<file path="config.mk">
export PLATFORM = sky130hd
export DESIGN_NAME = pipelined_adder
export DESIGN_NICKNAME = d
export VERILOG_FILES = /design/src/rtl/pipelined_adder.sv
export SDC_FILE = /design/constraint.sdc
export NUM_CORES = 1
export LEC_CHECK = 0
export ABC_AREA = 1
export CAP_MARGIN = 40
export CORE_MARGIN = 2
export CORE_UTILIZATION = 50
export DETAILED_ROUTE_END_ITERATION = 16
export PLACE_DENSITY = 0.76
export SLEW_MARGIN = 40
export SYNTH_ARGS = -nofsm -noshare
export SYNTH_HDL_FRONTEND = slang
export SYNTH_SLANG_ARGS = --single-unit
</file>
<file path="constraint.sdc">
create_clock -name clk -period 5.8 [get_ports clk]
set_input_delay 1.16 -clock clk [delete_from_list [all_inputs] [get_ports clk]]
set_output_delay 1.16 -clock clk [all_outputs]
set_load 0.05 [all_outputs]
</file>
<file path="src/rtl/pipelined_adder.sv">
// Pipelined adder/subtractor. Each stage resolves one CHUNK-bit slice of the sum.
// All stages freeze together whenever the output is held by backpressure.
module pipelined_adder #(
    parameter int DATA_WIDTH = 32,
    parameter int STAGES     = 4
) (
    input  logic                  clk,
    input  logic                  reset,
    input  logic                  in_valid,
    output logic                  in_ready,
    input  logic [DATA_WIDTH-1:0] a,
    input  logic [DATA_WIDTH-1:0] b,
    input  logic                  cin,
    input  logic                  sub,
    output logic                  out_valid,
    input  logic                  out_ready,
    output logic [DATA_WIDTH:0]   sum,
    output logic [STAGES-1:0]     chunk_carry,
    output logic                  overflow
);
    localparam int CHUNK = DATA_WIDTH / STAGES;

    // Handshake: a beat moves on a rising edge when valid && ready. in_ready
    // drops only while a finished result waits (out_valid && !out_ready), and
    // then every stage, bubbles included, holds its contents.
    logic stall;

    logic [STAGES-1:0]     v_q, v_d;
    logic [STAGES-1:0]     c_q, c_d;
    logic [DATA_WIDTH-1:0] a_q  [STAGES];
    logic [DATA_WIDTH-1:0] a_d  [STAGES];
    logic [DATA_WIDTH-1:0] b_q  [STAGES];
    logic [DATA_WIDTH-1:0] b_d  [STAGES];
    logic [DATA_WIDTH-1:0] s_q  [STAGES];
    logic [DATA_WIDTH-1:0] s_d  [STAGES];
    logic [STAGES-1:0]     cc_q [STAGES];
    logic [STAGES-1:0]     cc_d [STAGES];
    logic                  ov_q, ov_d;

    // Stage inputs: index 0 comes from the ports, index k from stage k-1.
    logic [DATA_WIDTH-1:0] pa  [STAGES];
    logic [DATA_WIDTH-1:0] pb  [STAGES];
    logic [DATA_WIDTH-1:0] ps  [STAGES];
    logic [STAGES-1:0]     pcc [STAGES];
    logic [STAGES-1:0]     pv, pc;
    logic [CHUNK:0]        chunk_sum [STAGES];

    assign stall    = v_q[STAGES-1] & ~out_ready;
    assign in_ready = ~stall;

    always_comb begin
        pa        = '{default: '0};
        pb        = '{default: '0};
        ps        = '{default: '0};
        pcc       = '{default: '0};
        pv        = '0;
        pc        = '0;
        chunk_sum = '{default: '0};
        a_d       = '{default: '0};
        b_d       = '{default: '0};
        s_d       = '{default: '0};
        cc_d      = '{default: '0};
        v_d       = '0;
        c_d       = '0;

        pa[0] = a;
        pb[0] = sub ? ~b : b;
        pv[0] = in_valid;
        pc[0] = sub | cin;
        for (int k = 1; k < STAGES; k++) begin
            pa[k]  = a_q[k-1];
            pb[k]  = b_q[k-1];
            ps[k]  = s_q[k-1];
            pcc[k] = cc_q[k-1];
            pv[k]  = v_q[k-1];
            pc[k]  = c_q[k-1];
        end

        for (int k = 0; k < STAGES; k++) begin
            chunk_sum[k] = {1'b0, pa[k][k*CHUNK +: CHUNK]}
                         + {1'b0, pb[k][k*CHUNK +: CHUNK]}
                         + {{CHUNK{1'b0}}, pc[k]};
            a_d[k]                   = pa[k];
            b_d[k]                   = pb[k];
            s_d[k]                   = ps[k];
            s_d[k][k*CHUNK +: CHUNK] = chunk_sum[k][CHUNK-1:0];
            c_d[k]                   = chunk_sum[k][CHUNK];
            cc_d[k]                  = pcc[k];
            cc_d[k][k]               = chunk_sum[k][CHUNK];
            v_d[k]                   = pv[k];
        end

        // b here is already the effective (possibly inverted) operand.
        ov_d = (pa[STAGES-1][DATA_WIDTH-1] == pb[STAGES-1][DATA_WIDTH-1])
            && (s_d[STAGES-1][DATA_WIDTH-1] != pa[STAGES-1][DATA_WIDTH-1]);
    end

    always_ff @(posedge clk) begin
        if (reset) begin
            v_q  <= '0;
            c_q  <= '0;
            ov_q <= 1'b0;
            for (int k = 0; k < STAGES; k++) begin
                a_q[k]  <= '0;
                b_q[k]  <= '0;
                s_q[k]  <= '0;
                cc_q[k] <= '0;
            end
        end else if (!stall) begin
            v_q  <= v_d;
            c_q  <= c_d;
            ov_q <= ov_d;
            for (int k = 0; k < STAGES; k++) begin
                a_q[k]  <= a_d[k];
                b_q[k]  <= b_d[k];
                s_q[k]  <= s_d[k];
                cc_q[k] <= cc_d[k];
            end
        end
    end

    assign out_valid   = v_q[STAGES-1];
    assign sum         = {c_q[STAGES-1], s_q[STAGES-1]};
    assign chunk_carry = cc_q[STAGES-1];
    assign overflow    = ov_q;

endmodule

</file>
### Word-level counts from Yosys, hierarchy flattened

Memories as Yosys holds them, arrays and structs flattened.
Cells that the tools add are included.

* output and inout bits: 40
* logic and storage cells: 61
* memories kept: 4
* flip-flop bits (word level): 9
* bits in latches: 0
* memory bits (read-only): 0
* RAM bits: 400
* input port bits: 70

* equal/unequal tests: 2
* add/sub/neg operators: 8
* order comparisons: 0
* divide/modulo/power cells: 0
* reduce and logical (&&, ||, !) cells: 1
* mux-type cells: 22
* shift-type cells: 0
* multipliers: 0
* bitwise operators: 21

Memory list
* a_q: depth 4, width 32, read ports 3, clocked after memory_dff 0, write ports 4, line 30 `logic [DATA_WIDTH-1:0] a_q [STAGES];`
* b_q: depth 4, width 32, read ports 3, clocked after memory_dff 0, write ports 4, line 32 `logic [DATA_WIDTH-1:0] b_q [STAGES];`
* s_q: depth 4, width 32, read ports 4, clocked after memory_dff 0, write ports 4, line 34 `logic [DATA_WIDTH-1:0] s_q [STAGES];`
* cc_q: depth 4, width 4, read ports 4, clocked after memory_dff 0, write ports 4, line 36 `logic [STAGES-1:0] cc_q [STAGES];`

Operators with widths (count)
* 2-to-1 mux 32 bit: 13
* adder 8 x 8 -> 9 bit: 4
* adder 9 x 1 -> 9 bit: 4
* NOT 32 bit: 1
* bitwise OR 1 bit: 17
* 2-to-1 mux 4 bit: 4
* 2-to-1 mux 1 bit: 5
* NOT 1 bit: 2
* AND 1 bit: 1
* == test 1 bit: 1
* logical AND 1 bit: 1
* != test 1 bit: 1

### Logic depth before layout (Yosys ltp)

Gate-level depths: netlist of the first run.

* word-level depth: 6
* gate-level depth with buffers: 13
* gate-level depth less buffers: 11

### Least setup slack after synthesis of the first run

Ideal clock, no wire load.

* path kind: input -> register
* from: in out_ready
* to: reg c_q[0]
* arrival time: 6053 ps
* library setup time: 118 ps
* stages: 5
* path buffers: 0
* slack: -371 ps
* required time: 5682 ps
* cells stage by stage: nor2_4 > nand2_1 > inv_1 > nand2_1 > nand2_1

* cells in the longest elaborated chain, start to end: 2

RTL lines
* from (decl): line 16 `input logic out_ready,`
* NOT 1 bit: line 48 `assign stall = v_q[STAGES-1] & ~out_ready;`
* AND 1 bit: line 48
* to (signal assigned): line 101 `c_q <= '0;`
* to (signal assigned): line 111 `c_q <= c_d;`
* to (decl): line 29 `logic [STAGES-1:0] c_q, c_d;`

No other way between the ends.
A chain may end at the register's enable or synchronous reset.

### Final worst setup path of the first run

* from: in out_ready
* to: out in_ready

* cells in the longest elaborated chain, start to end: 3

RTL lines
* NOT 1 bit: line 48
* AND 1 bit: line 48
* NOT 1 bit: line 49 `assign in_ready = ~stall;`
* to (decl): line 10 `output logic in_ready,`

No other way between the ends.

==> summary.md, run 1 <==
| Metric | Value |
|---|---|
| Cells after Synth | 829 |
| Clock power frac | 35.7% |
| Syn Nets | 935 |
| CP Depth | 4 |
| Overall power | 3.17 mW |
| Core Area | 0.0174 sq mm |
| DR pass1 iterations | 5 |
| CTS sink cnt | 195 |
| CTS Hold Bufs | 0 |
| Number of antenna violations at the first check in global routing | 1 |
| Minimum clock period | 3.78 ns |
| Worst-Margin Slew | 0.793 ns |
| Max IR drop VDD | 0.216 mV |
| Hold Crit Class | flip-flop to flip-flop |
| Headroom to the max-slew limit | 47.0% |
| Vias | 5,377 |
| GRT Total Usage | 15.7% |
| Fill count | 1,412 |
| GPL Wtd Cong | 0.823 |
| DRC viols | 0 |
| Synth Area per Inst | 10.8 sq um |
| Routed wire length | 14.0 mm |
| Area growth, synth to finish | 19.5% |
| PortBufs | 109 |
| Clock buffer depth | 2 |
| Crit path kind | input pin to primary output |
| Worst setup EP type | primary output |
| Starting density of the core | 51.5% |
| Post-CTS Setup Inserts | 0 |
| Avg WL per Cell | 11.9 um |
| CP most frequent cell | clkdlybuf4s50_1 |
| CP required | 4.64 ns |
| Pin count of the biggest net entering global routing | 106 |
| Pins Over Slew Limit | 0 |
| Switching part of the total power | 23.4% |
| P per Cell Area | 296 mW/mm^2 |
| Crit path DAT | 2.62 ns |
| Post-CTS Resized | 0 |
| Clock latency on the worst-skew pair | 0.43 ns |
| Status | completed |
| FF+latch count, synth | 195 |
| TritonCTS clock tree | yes |
| Lkg Pwr | 4.73 nW |
| Die area | 0.0190 sq mm |
| Skew final | 0.00738 ns |
| RSZ-0062 raised after global routing | no |
| Die W | 138 um |
| Ant diodes | 0 |
| Row count | 48 |
| Final setup vio count | 0 |
| Post-DRT Antenna Nets | 0 |
| Nets | 1,042 |
| Root Driver | clkbuf_16 |
| Number of global-route vias before repair | 5,137 |
| Distinct cell type count after synthesis | 24 |
| First-pass GRT wire length | 22.8 mm |
| Fin crit share | 65.1% |
| Hold Crit Depth | 2 |
| Hold Fails Final Rpt | 0 |
| Fmax | 265 MHz |
| Grt total ovfl | 0 |
| IO Count | 110 |
| Vias per cell | 4.58 |
| Power Internal | 2.43 mW |
| Logic pwr share | 11.5% |
| Post-Syn Area | 0.00897 sq mm |
| Die Ht | 138 um |
| CP Cell Sequence | clkdlybuf4s50_1, nor2_4, inv_1, clkdlybuf4s50_1 |
| Seq/Total Area, Yosys | 64.3% |
| DPL Wire Length | 9.06 mm |
| CP top delay family | buffers and inverters |
| Slowest stage delay, CP | 0.71 ns |
| R2R cell count | 7 |
| WP buf/inv | 3 |
| Seq pwr share | 52.8% |
| Startpoint Class | input pin |
| NetSw | 0.742 mW |
| Clock slew at reported path FFs | 0.06 ns |
| Crit path max fanout | 3 |
| CTS buffer count | 17 |
| Crit-path slowest cell | clkdlybuf4s50_1 |
| Sum Neg Setup Slack | 0 ns |
| Synthesis Warnings | 0 |
| First DRT Iteration DRCs | 295 |
| CTS HTree Levels | 4 |
| Layout cell share with drive strength beyond 1 | 4.00% |
| Maxcap violations | 0 |
cell families (layout without fill, tap and decap cells):
logic type | count (synthesis) | after routing | synth area share (%)
DFF | 195 | 195 | 64.3
buffers and inverters | 209 | 329 | 10.3
xor gates and xnor gates | 32 | 32 | 3.13
and+or+nand+nor | 297 | 297 | 13.1
AOI/OAI and AO/OA | 60 | 60 | 3.54
adders and majority gates | 36 | 36 | 5.69
layer usage:
layer	GRT usage [%]	up-vias	share of wire, %
li1	-	2823	-
met1	18.5	2408	42
met2	26.6	117	51
met3	4.57	27	4.5
met4	7.54	2	2.7
met5	0	-	0.079
final timing paths:
check | from | endpoint | slack (ns)
hold reg to reg | c_q[3]$_SDFFE_PP0N_ | c_q[3]$_SDFFE_PP0N_ | 0.46
setup / recovery | out_ready | in_ready | 2.02
hold / removal | c_q[3]$_SDFFE_PP0N_ | c_q[3]$_SDFFE_PP0N_ | 0.46
setup reg to reg | v_q[3]$_SDFFE_PP0N_ | s_q[3][27]$_SDFFCE_PN0P_ | 3.40
worst min-delay path: stages, from the launching register on:
cell,delay (ns)
dfxtp_1,0.31
nand2_1,0.06
nand2_1,0.04
flip-flops by register name, summed over array words and instances (netlist names):
name      count
c_q           4
s_q          80
cc_q         10
b_q          48
v_q           4
a_q          48
overflow      1
power groups by stage:
stage               Combinational, mW  Sequential, mW  Clock, mW
detailed placement              0.363            1.71          0
global route                    0.409            1.69       1.21
finish                          0.364            1.68       1.13
global placement                0.353            1.70          0
CTS                             0.367            1.68       1.15
floorplan                       0.209            1.75          0
through the flow:
stage	utilization [%]	setup WS (ns)	hold slack (ns)	cell area [sq um]	instances
after global placement	58.3	2.04	0.444	10200	1142
after CTS	61.6	2.01	0.462	10700	1174
final	61.6	2.02	0.458	10700	1174
after floorplan	-	1.65	0.427	8970	829
after global routing	61.6	1.99	0.484	10700	1174
after detailed placement	58.3	2.01	0.452	10200	1142
cell usage in the layout (no fill, tap or decap):
master,Yosys,final
edfxtp_1,186,186
inv_1,183,183
nor2_1,177,177
clkdlybuf4s50_1,0,108
nand2_1,90,89
a21oi_1,38,38
ha_1,28,28
xnor2_1,25,25
nand3_1,23,23
clkbuf_16,0,17
o21ai_0,11,11
dfxtp_1,9,9
fa_1,8,8
xor2_1,7,7
o21a_1,5,5
buf_4,6,5
nand4_1,4,4
clkinv_2,0,4
o21ai_1,3,3
clkinv_1,0,3
nor2_4,2,2
o22ai_1,2,2
inv_6,0,2
bufinv_16,0,2
or2_2,1,1
nand2_8,0,1
inv_4,0,1
a21boi_0,1,1
clkinv_4,0,1
clkinvlp_4,0,1
clkbuf_1,0,1
inv_8,0,1
cells in the mapped netlist:
cell type / n / area (sq um)
buf_6: 2 / 22.5
buf_2: 9 / 45.0
inv_1: 183 / 687
inv_2: 1 / 3.75
a21boi_0: 1 / 7.51
nand4_1: 4 / 25.0
a21oi_1: 38 / 190
fa_1: 8 / 160
edfxtp_1: 186 / 5590
xnor2_1: 25 / 219
nand3_1: 23 / 115
o21ai_0: 11 / 55.1
o22ai_1: 2 / 12.5
buf_8: 8 / 120
dfxtp_1: 9 / 180
ha_1: 28 / 350
o21ai_1: 3 / 15.0
xor2_1: 7 / 61.3
or2_2: 1 / 6.26
nor2_4: 2 / 22.5
nor2_1: 177 / 664
nand2_1: 90 / 338
o21a_1: 5 / 37.5
buf_4: 6 / 45.0
cell type report:
type	count	area [sq um]	area share [%]
tap	225	282	2.63
sequential	195	5770	53.8
timing repair buffer	113	1120	10.4
inverter	184	693	6.47
clock inverter	14	136	1.27
clock buffer	18	429	4.00
multi-input combinational	425	2300	21.4
Note: power is estimated with default switching activity, not from simulation.
==> run 2, diff against run 1 <==
--- a/config.mk
+++ b/config.mk
@@ -8,9 +8,9 @@
 export ABC_AREA = 1
 export CAP_MARGIN = 40
 export CORE_MARGIN = 2
-export CORE_UTILIZATION = 50
+export CORE_UTILIZATION = 56
 export DETAILED_ROUTE_END_ITERATION = 16
-export PLACE_DENSITY = 0.76
+export PLACE_DENSITY = 0.8
 export SLEW_MARGIN = 40
 export SYNTH_ARGS = -nofsm -noshare
 export SYNTH_HDL_FRONTEND = slang
==> constraint.sdc (replaced) <==
create_clock -name clk -period 3.8 [get_ports clk]
set_input_delay 0.76 -clock clk [delete_from_list [all_inputs] [get_ports clk]]
set_output_delay 0.76 -clock clk [all_outputs]
set_load 0.05 [all_outputs]
==> run 2 against run 1 <==
  * Clock power grew 46%
  * Wire length shrank 2.5%
  * First-iteration DRC count grew 26%
  * Critical endpoint unchanged
==> summary.md, run 2 (synthesized netlist as in run 1, its figures left out) <==
| Metric | Value |
|---|---|
| Status | completed |
| Worst setup EP type | primary output |
| Max FFs per register | 80 (unchanged) |
| Reg2Reg Setup Slack | 1.76 ns (-1.64 ns) |
| RSZ-0062 raised after global routing | no |
| Most frequent cells in the layout | 186 x edfxtp_1, 183 x inv_1, 177 x nor2_1, 108 x clkdlybuf4s50_1, 89 x nand2_1 |
| CTS sink cnt | 195 (unchanged) |
| Most common cell after layout, fill and taps aside | edfxtp_1 |
| Ant diodes | 0 (unchanged) |
| Lkg Pwr | 4.74 nW (+0.26%) |
| Cells after DPL | 1,138 (-0.35%) |
| Finished Layout Cells | 1,170 (-0.34%) |
| Clock slew at reported path FFs | 0.07 ns (about the same) |
| Routed wire length | 13.6 mm (-2.5%) |
| Hold Crit Depth | 2 (unchanged) |
| Post-CTS Resized | 0 (unchanged) |
| Max IR drop VDD | 0.320 mV (+48%) |
| Overall power | 4.77 mW (+50%) |
| Layout cell share with drive strength beyond 1 | 4.51% (+0.50 points) |
| Crit path DAT | 2.20 ns (-0.42 ns) |
| IO Count | 110 (unchanged) |
| Die Ht | 131 um (-5.4%) |
| Vias per cell | 4.69 (+2.5%) |
| Headroom to the max-slew limit | 59.3% (+12 points) |
| PortBufs | 109 (unchanged) |
| Crit path kind | input pin to primary output |
| Fmax | 338 MHz |
| Power Internal | 3.65 mW (+50%) |
| Fin crit share | 77.9% |
| Nets | 1,047 (+0.48%) |
| Worst r2r src | a_q[0][48]$_SDFFCE_PN0P_ |
| R2R cell count | 8 (+1) |
| Starting density of the core | 56.9% (+5.4 points) |
| Dpl cell area | 0.0102 sq mm (+0.60%) |
| Post-Layout Inst Area | 0.0108 sq mm (+0.39%) |
| Sum Neg Setup Slack | 0 ns (unchanged) |
| GRT Total Usage | 16.8% (+1.0 points) |
| Grt total ovfl | 0 (unchanged) |
| First-pass GRT wire length | 22.2 mm (-2.6%) |
| Core Area | 0.0158 sq mm (-9.5%) |
| Area growth, synth to finish | 20.0% |
| Hold Crit Start | c_q[3]$_SDFFE_PP0N_ |
| Clock power frac | 34.7% (-1.0 points) |
| Avg WL per Cell | 11.7 um (-2.1%) |
| Pin count of the biggest net entering global routing | 84 (-21%) |
| Crit path max fanout | 3 (unchanged) |
| Number of antenna violations at the first check in global routing | 0 (-1) |
| CTS buffer count | 17 (unchanged) |
| Logic pwr share | 11.7% (+0.2 points) |
| Die area | 0.0170 sq mm (-10%) |
| DPL Wire Length | 8.98 mm (-0.92%) |
| First DRT Iteration DRCs | 373 (+26%) |
| P per Cell Area | 443 mW/mm^2 (+50%) |
| WHS Endpoint | c_q[3]$_SDFFE_PP0N_ |
| Top Registers | s_q: 80 flops, a_q: 48 flops, b_q: 48 flops |
| NetSw | 1.12 mW (+51%) |
| Pins Over Slew Limit | 0 (unchanged) |
| Post-CTS Setup Inserts | 0 (unchanged) |
| CTS HTree Levels | 4 (unchanged) |
| Seq pwr share | 53.6% (+0.8 points) |
| CP required | 3.04 ns (-1.60 ns) |
| GPL Wtd Cong | 0.811 (-1.4%) |
| Row count | 46 (-4.2%) |
| DR pass1 iterations | 5 (unchanged) |
| Hold Fails Final Rpt | 0 (unchanged) |
| CTS Hold Bufs | 0 (unchanged) |
| DRC viols | 0 (unchanged) |
| Root Driver | clkbuf_16 |
| TritonCTS clock tree | yes |
| Maxcap violations | 0 (unchanged) |
| Die W | 131 um (-5.4%) |
| Clock buffer depth | 2 (unchanged) |
| Vias | 5,492 (+2.1%) |
| Minimum clock period | 2.96 ns |
| Number of global-route vias before repair | 5,001 (-2.6%) |
| Post-DRT Antenna Nets | 0 (unchanged) |
| Switching part of the total power | 23.5% (+0.087 points) |
| Clock latency on the worst-skew pair | 0.42 ns (about the same) |
| Largest Register | s_q |
| Hold Crit Class | flip-flop to flip-flop |
| R2r endpoint | cc_q[2][2]$_SDFFCE_PN0P_ |
| Skew final | 0.00863 ns (+0.00125 ns) |
| Final setup vio count | 0 (unchanged) |
| Startpoint Class | input pin |
| Worst-Margin Slew | 0.609 ns (-0.184 ns) |
[run 2: cell count changes in the layout (fill, tap and decap cells not counted), sizes merged]
| cell | before | now |
|---|---|---|
| bufinv | 2 | 1 |
| clkinv | 8 | 6 |
| clkinvlp | 1 | 4 |
| inv | 187 | 185 |
| clkbuf | 18 | 20 |
| buf | 5 | 10 |
[run 2: critical path: stages]
cell and delay [ns]:
clkdlybuf4s50_1 0.45, nor2_4 0.23, inv_1 0.07, clkdlybuf4s50_1 0.70
[run 2: power groups by stage]
stage / Combinational [mW] / Sequential [mW] / Clock [mW]
3_5_place_dp: 0.557 / 2.61 / 0
5_1_grt: 0.630 / 2.57 / 1.75
6_report: 0.559 / 2.56 / 1.65
2_1_floorplan: 0.320 / 2.67 / 0
3_3_place_gp: 0.542 / 2.60 / 0
4_1_cts: 0.564 / 2.56 / 1.68
[run 2: worst max path at each step]
stage                         start             endpoint  slack, ns  cells after the start
after CTS                 out_ready             in_ready       0.84                      4
after floorplan           out_ready  c_q[0]$_SDFFE_PP0N_       0.05                      5
after detailed placement  out_ready             in_ready       0.84                      4
final                     out_ready             in_ready       0.84                      4
after global routing      out_ready             in_ready       0.79                      4
after global placement    out_ready             in_ready       0.86                      4
[run 2: stage by stage]
stage	util (%)	hold WS, ns	setup WS [ns]
after CTS	68.2	0.456	0.837
after global placement	64.8	0.438	0.863
final	68.2	0.458	0.839
after global routing	68.2	0.477	0.794
after floorplan	-	0.427	0.0517
after detailed placement	64.8	0.443	0.840
[run 2: layer usage]
layer,GRT usage [%],wire (um),vias up
li1,-,-,2843
met1,20.4,5890,2490
met2,29.0,6960,133
met3,3.54,500,26
met4,7.63,289,0
met5,0,0,-
[run 2: layout make-up]
| cell class | count | area [sq um] |
|---|---|---|
| Multi-Input combinational cell | 425 | 2300 |
| Sequential cell | 195 | 5770 |
| Clock inverter | 12 | 109 |
| Timing Repair Buffer | 118 | 1190 |
| Clock buffer | 20 | 437 |
| Inverter | 184 | 693 |
| Fill cell | 1210 | 5010 |
| Tap cell | 216 | 270 |
==> run 3, diff against run 2 <==
==> constraint.sdc (replaced) <==
create_clock -name clk -period 2.8 [get_ports clk]
set_input_delay 0.56 -clock clk [delete_from_list [all_inputs] [get_ports clk]]
set_output_delay 0.56 -clock clk [all_outputs]
set_load 0.05 [all_outputs]
==> run 3 against run 2 <==
  * Via count decreased by 0.35%
  * Cell area increased by 0.27%
  * Global-route usage increased by 1.2 points
  * Utilization increased by 0.18 points
  * Total power increased by 36%
  * Clock power increased by 36%
  * Setup slack got worse by 0.29 ns
  * Die area unchanged
  * Critical path type is now input pin to flip-flop
==> summary.md, run 3 (synthesized netlist as in run 1, its figures left out) <==
| Metric | Value |
|---|---|
| Number of antenna violations at the first check in global routing | 0 (unchanged) |
| Finished Layout Cells | 1,171 (+0.085%) |
| Number of global-route vias before repair | 5,256 (+5.1%) |
| Top Registers | s_q: 80 flops, a_q: 48 flops, b_q: 48 flops |
| Crit path DAT | 2.43 ns (+0.23 ns) |
| Root Driver | clkbuf_16 |
| First DRT Iteration DRCs | 372 (-0.27%) |
| Ant diodes | 0 (unchanged) |
| Top Usage Layer GRT | met2 |
| Max FFs per register | 80 (unchanged) |
| Core Area | 0.0158 sq mm (unchanged) |
| Seq pwr share | 53.5% (about the same) |
| Post-CTS Resized | 0 (unchanged) |
| Pre-CTS setup slack | 0.113 ns (-0.727 ns) |
| Maxcap violations | 0 (unchanged) |
| Max IR drop VDD | 0.387 mV (+21%) |
| Skew final | 0.00938 ns (+0.000749 ns) |
| Sum Neg Setup Slack | 0 ns (unchanged) |
| P per Cell Area | 602 mW/mm^2 (+36%) |
| Grt met2 use | 32.8% (+3.8 points) |
| First-pass GRT wire length | 23.5 mm (+6.0%) |
| Crit path max fanout | 4 (+1) |
| Dpl cell area | 0.0102 sq mm (+0.29%) |
| Layout cell share with drive strength beyond 1 | 4.71% (+0.20 points) |
| Worst setup EP type | flip-flop |
| Vias per cell | 4.67 (-0.43%) |
| Die Ht | 131 um (unchanged) |
| NetSw | 1.53 mW (+37%) |
| Post-Layout Inst Area | 0.0108 sq mm (+0.27%) |
| Most frequent cells in the layout | 186 x edfxtp_1, 183 x inv_1, 177 x nor2_1, 107 x clkdlybuf4s50_1, 89 x nand2_1 |
| Fin crit share | 80.2% |
| Die area | 0.0170 sq mm (unchanged) |
| DR pass1 iterations | 4 (-1) |
| Hold Crit Class | flip-flop to flip-flop |
| CTS sink cnt | 195 (unchanged) |
| CTS buffer count | 17 (unchanged) |
| Minimum clock period | 2.25 ns |
| GRT Total Usage | 18.0% (+1.2 points) |
| TritonCTS clock tree | yes |
| Hold Fails Final Rpt | 0 (unchanged) |
| WP buf/inv | 3 (unchanged) |
| Crit path kind | input pin to flip-flop |
| Lkg Pwr | 4.77 nW (+0.54%) |
| CTS HTree Levels | 4 (unchanged) |
| GR Util met1 | 20.6% (+0.22 points) |
| Row count | 46 (unchanged) |
| Clock power frac | 34.7% (about the same) |
| GPL Wtd Cong | 0.845 (+4.2%) |
| Grt total ovfl | 0 (unchanged) |
| Largest Register | s_q |
| Cells after DPL | 1,139 (+0.088%) |
| Power Internal | 4.96 mW (+36%) |
| Worst-Margin Slew | 0.563 ns (-0.0454 ns) |
| Startpoint Class | input pin |
| CTS Hold Bufs | 0 (unchanged) |
| PortBufs | 109 (unchanged) |
| Crit-path slowest cell | clkdlybuf4s50_1 |
| Logic pwr share | 11.8% (about the same) |
| Headroom to the max-slew limit | 62.3% (+3.0 points) |
| Clock slew at reported path FFs | 0.07 ns (about the same) |
| IO Count | 110 (unchanged) |
| Post-CTS Setup Inserts | 0 (unchanged) |
| Area growth, synth to finish | 20.3% |
| Pin count of the biggest net entering global routing | 85 (+1.2%) |
| Final WS setup | 0.553 ns (-0.286 ns) |
| CP required | 2.98 ns (-0.06 ns) |
| Vias | 5,473 (-0.35%) |
| Nets | 1,048 (+0.096%) |
| Fill count | 1,201 (-0.74%) |
| DRC viols | 0 (unchanged) |
| Post-DRT Antenna Nets | 0 (unchanged) |
| Switching part of the total power | 23.6% (+0.13 points) |
| Slowest stage delay, CP | 0.47 ns (-0.23 ns) |
| Status | completed |
| Avg WL per Cell | 12.2 um (+4.8%) |
| Pins Over Slew Limit | 0 (unchanged) |
| Fmax | 445 MHz |
| Final setup vio count | 0 (unchanged) |
| GR Layer Usage met3 | 3.50% (-0.041 points) |
| Routed wire length | 14.3 mm (+4.9%) |
| RSZ-0062 raised after global routing | no |
| Clock buffer depth | 2 (unchanged) |
| Starting density of the core | 56.9% (unchanged) |
| Most common cell after layout, fill and taps aside | edfxtp_1 |
| Die W | 131 um (unchanged) |
| DPL Wire Length | 9.52 mm (+6.0%) |
| CP top delay family | buffers and inverters |
| CP Cell Sequence | clkdlybuf4s50_1, xor2_1, fa_1, inv_1, fa_1, inv_1, nand3_1, nand2_1, nand2_1, a21oi_1, nor2_1 |
| Clock latency on the worst-skew pair | 0.42 ns (about the same) |
==> run 3: changes by cell type in the layout (fill, tap and decap cells not counted) <==
| cell | before | now |
|---|---|---|
| inv_6 | 1 | 2 |
| clkdlybuf4s50_1 | 108 | 107 |
| buf_12 | 3 | 5 |
| clkinv_2 | 2 | 3 |
| clkinvlp_4 | 4 | 2 |
==> run 3: worst reg2reg max path, delay by kind of cell (launching register included) <==
kind	cells	cell delay, ns
adders and majority gates	2	0.87
and+or+nand+nor	6	0.57
DFF	1	0.39
==> run 3: through the flow <==
step	total power, mW	hold slack (ns)	utilization [%]
6_report	6.49	0.449	68.4
5_1_grt	6.76	0.483	68.4
2_1_floorplan	4.06	0.427	-
4_1_cts	6.54	0.455	68.4
3_5_place_dp	4.30	0.443	65.0
3_3_place_gp	4.26	0.442	65.0
==> run 3: routing by layer <==
| metal | vias up | part of all wire [%] |
|---|---|---|
| li1 | 2842 | - |
| met1 | 2492 | 40 |
| met2 | 118 | 54 |
| met3 | 21 | 3.5 |
| met4 | 0 | 2.3 |
| met5 | - | 0 |
==> run 3: area by class of cell <==
type / instances / area, sq um / share of cell area, %
sequential: 195 / 5770 / 53.4
multi-input combinational: 425 / 2300 / 21.3
timing repair buffer: 119 / 1220 / 11.3
inverter: 184 / 693 / 6.42
clock buffer: 20 / 437 / 4.05
tap: 216 / 270 / 2.50
clock inverter: 12 / 108 / 0.997
==> run 3: worst paths after layout <==
| kind | from | endpoint | slack, ns | cells after the start |
|---|---|---|---|---|
| min | c_q[3]$_SDFFE_PP0N_ | c_q[3]$_SDFFE_PP0N_ | 0.45 | 2 |
| max | b[0] | s_q[0][6]$_SDFFCE_PN0P_ | 0.55 | 11 |
| max reg2reg | a_q[0][8]$_SDFFCE_PN0P_ | s_q[1][14]$_SDFFCE_PN0P_ | 0.73 | 8 |
| min reg2reg | c_q[3]$_SDFFE_PP0N_ | c_q[3]$_SDFFE_PP0N_ | 0.45 | 2 |
==> run 3: power by group through the flow <==
| stage | Clock [mW] | Combinational (mW) | Sequential (mW) |
|---|---|---|---|
| after floorplan | 0 | 0.434 | 3.62 |
| after global placement | 0 | 0.736 | 3.53 |
| after detailed placement | 0 | 0.766 | 3.54 |
| after CTS | 2.29 | 0.774 | 3.47 |
| after global routing | 2.41 | 0.865 | 3.49 |
| final | 2.25 | 0.768 | 3.47 |
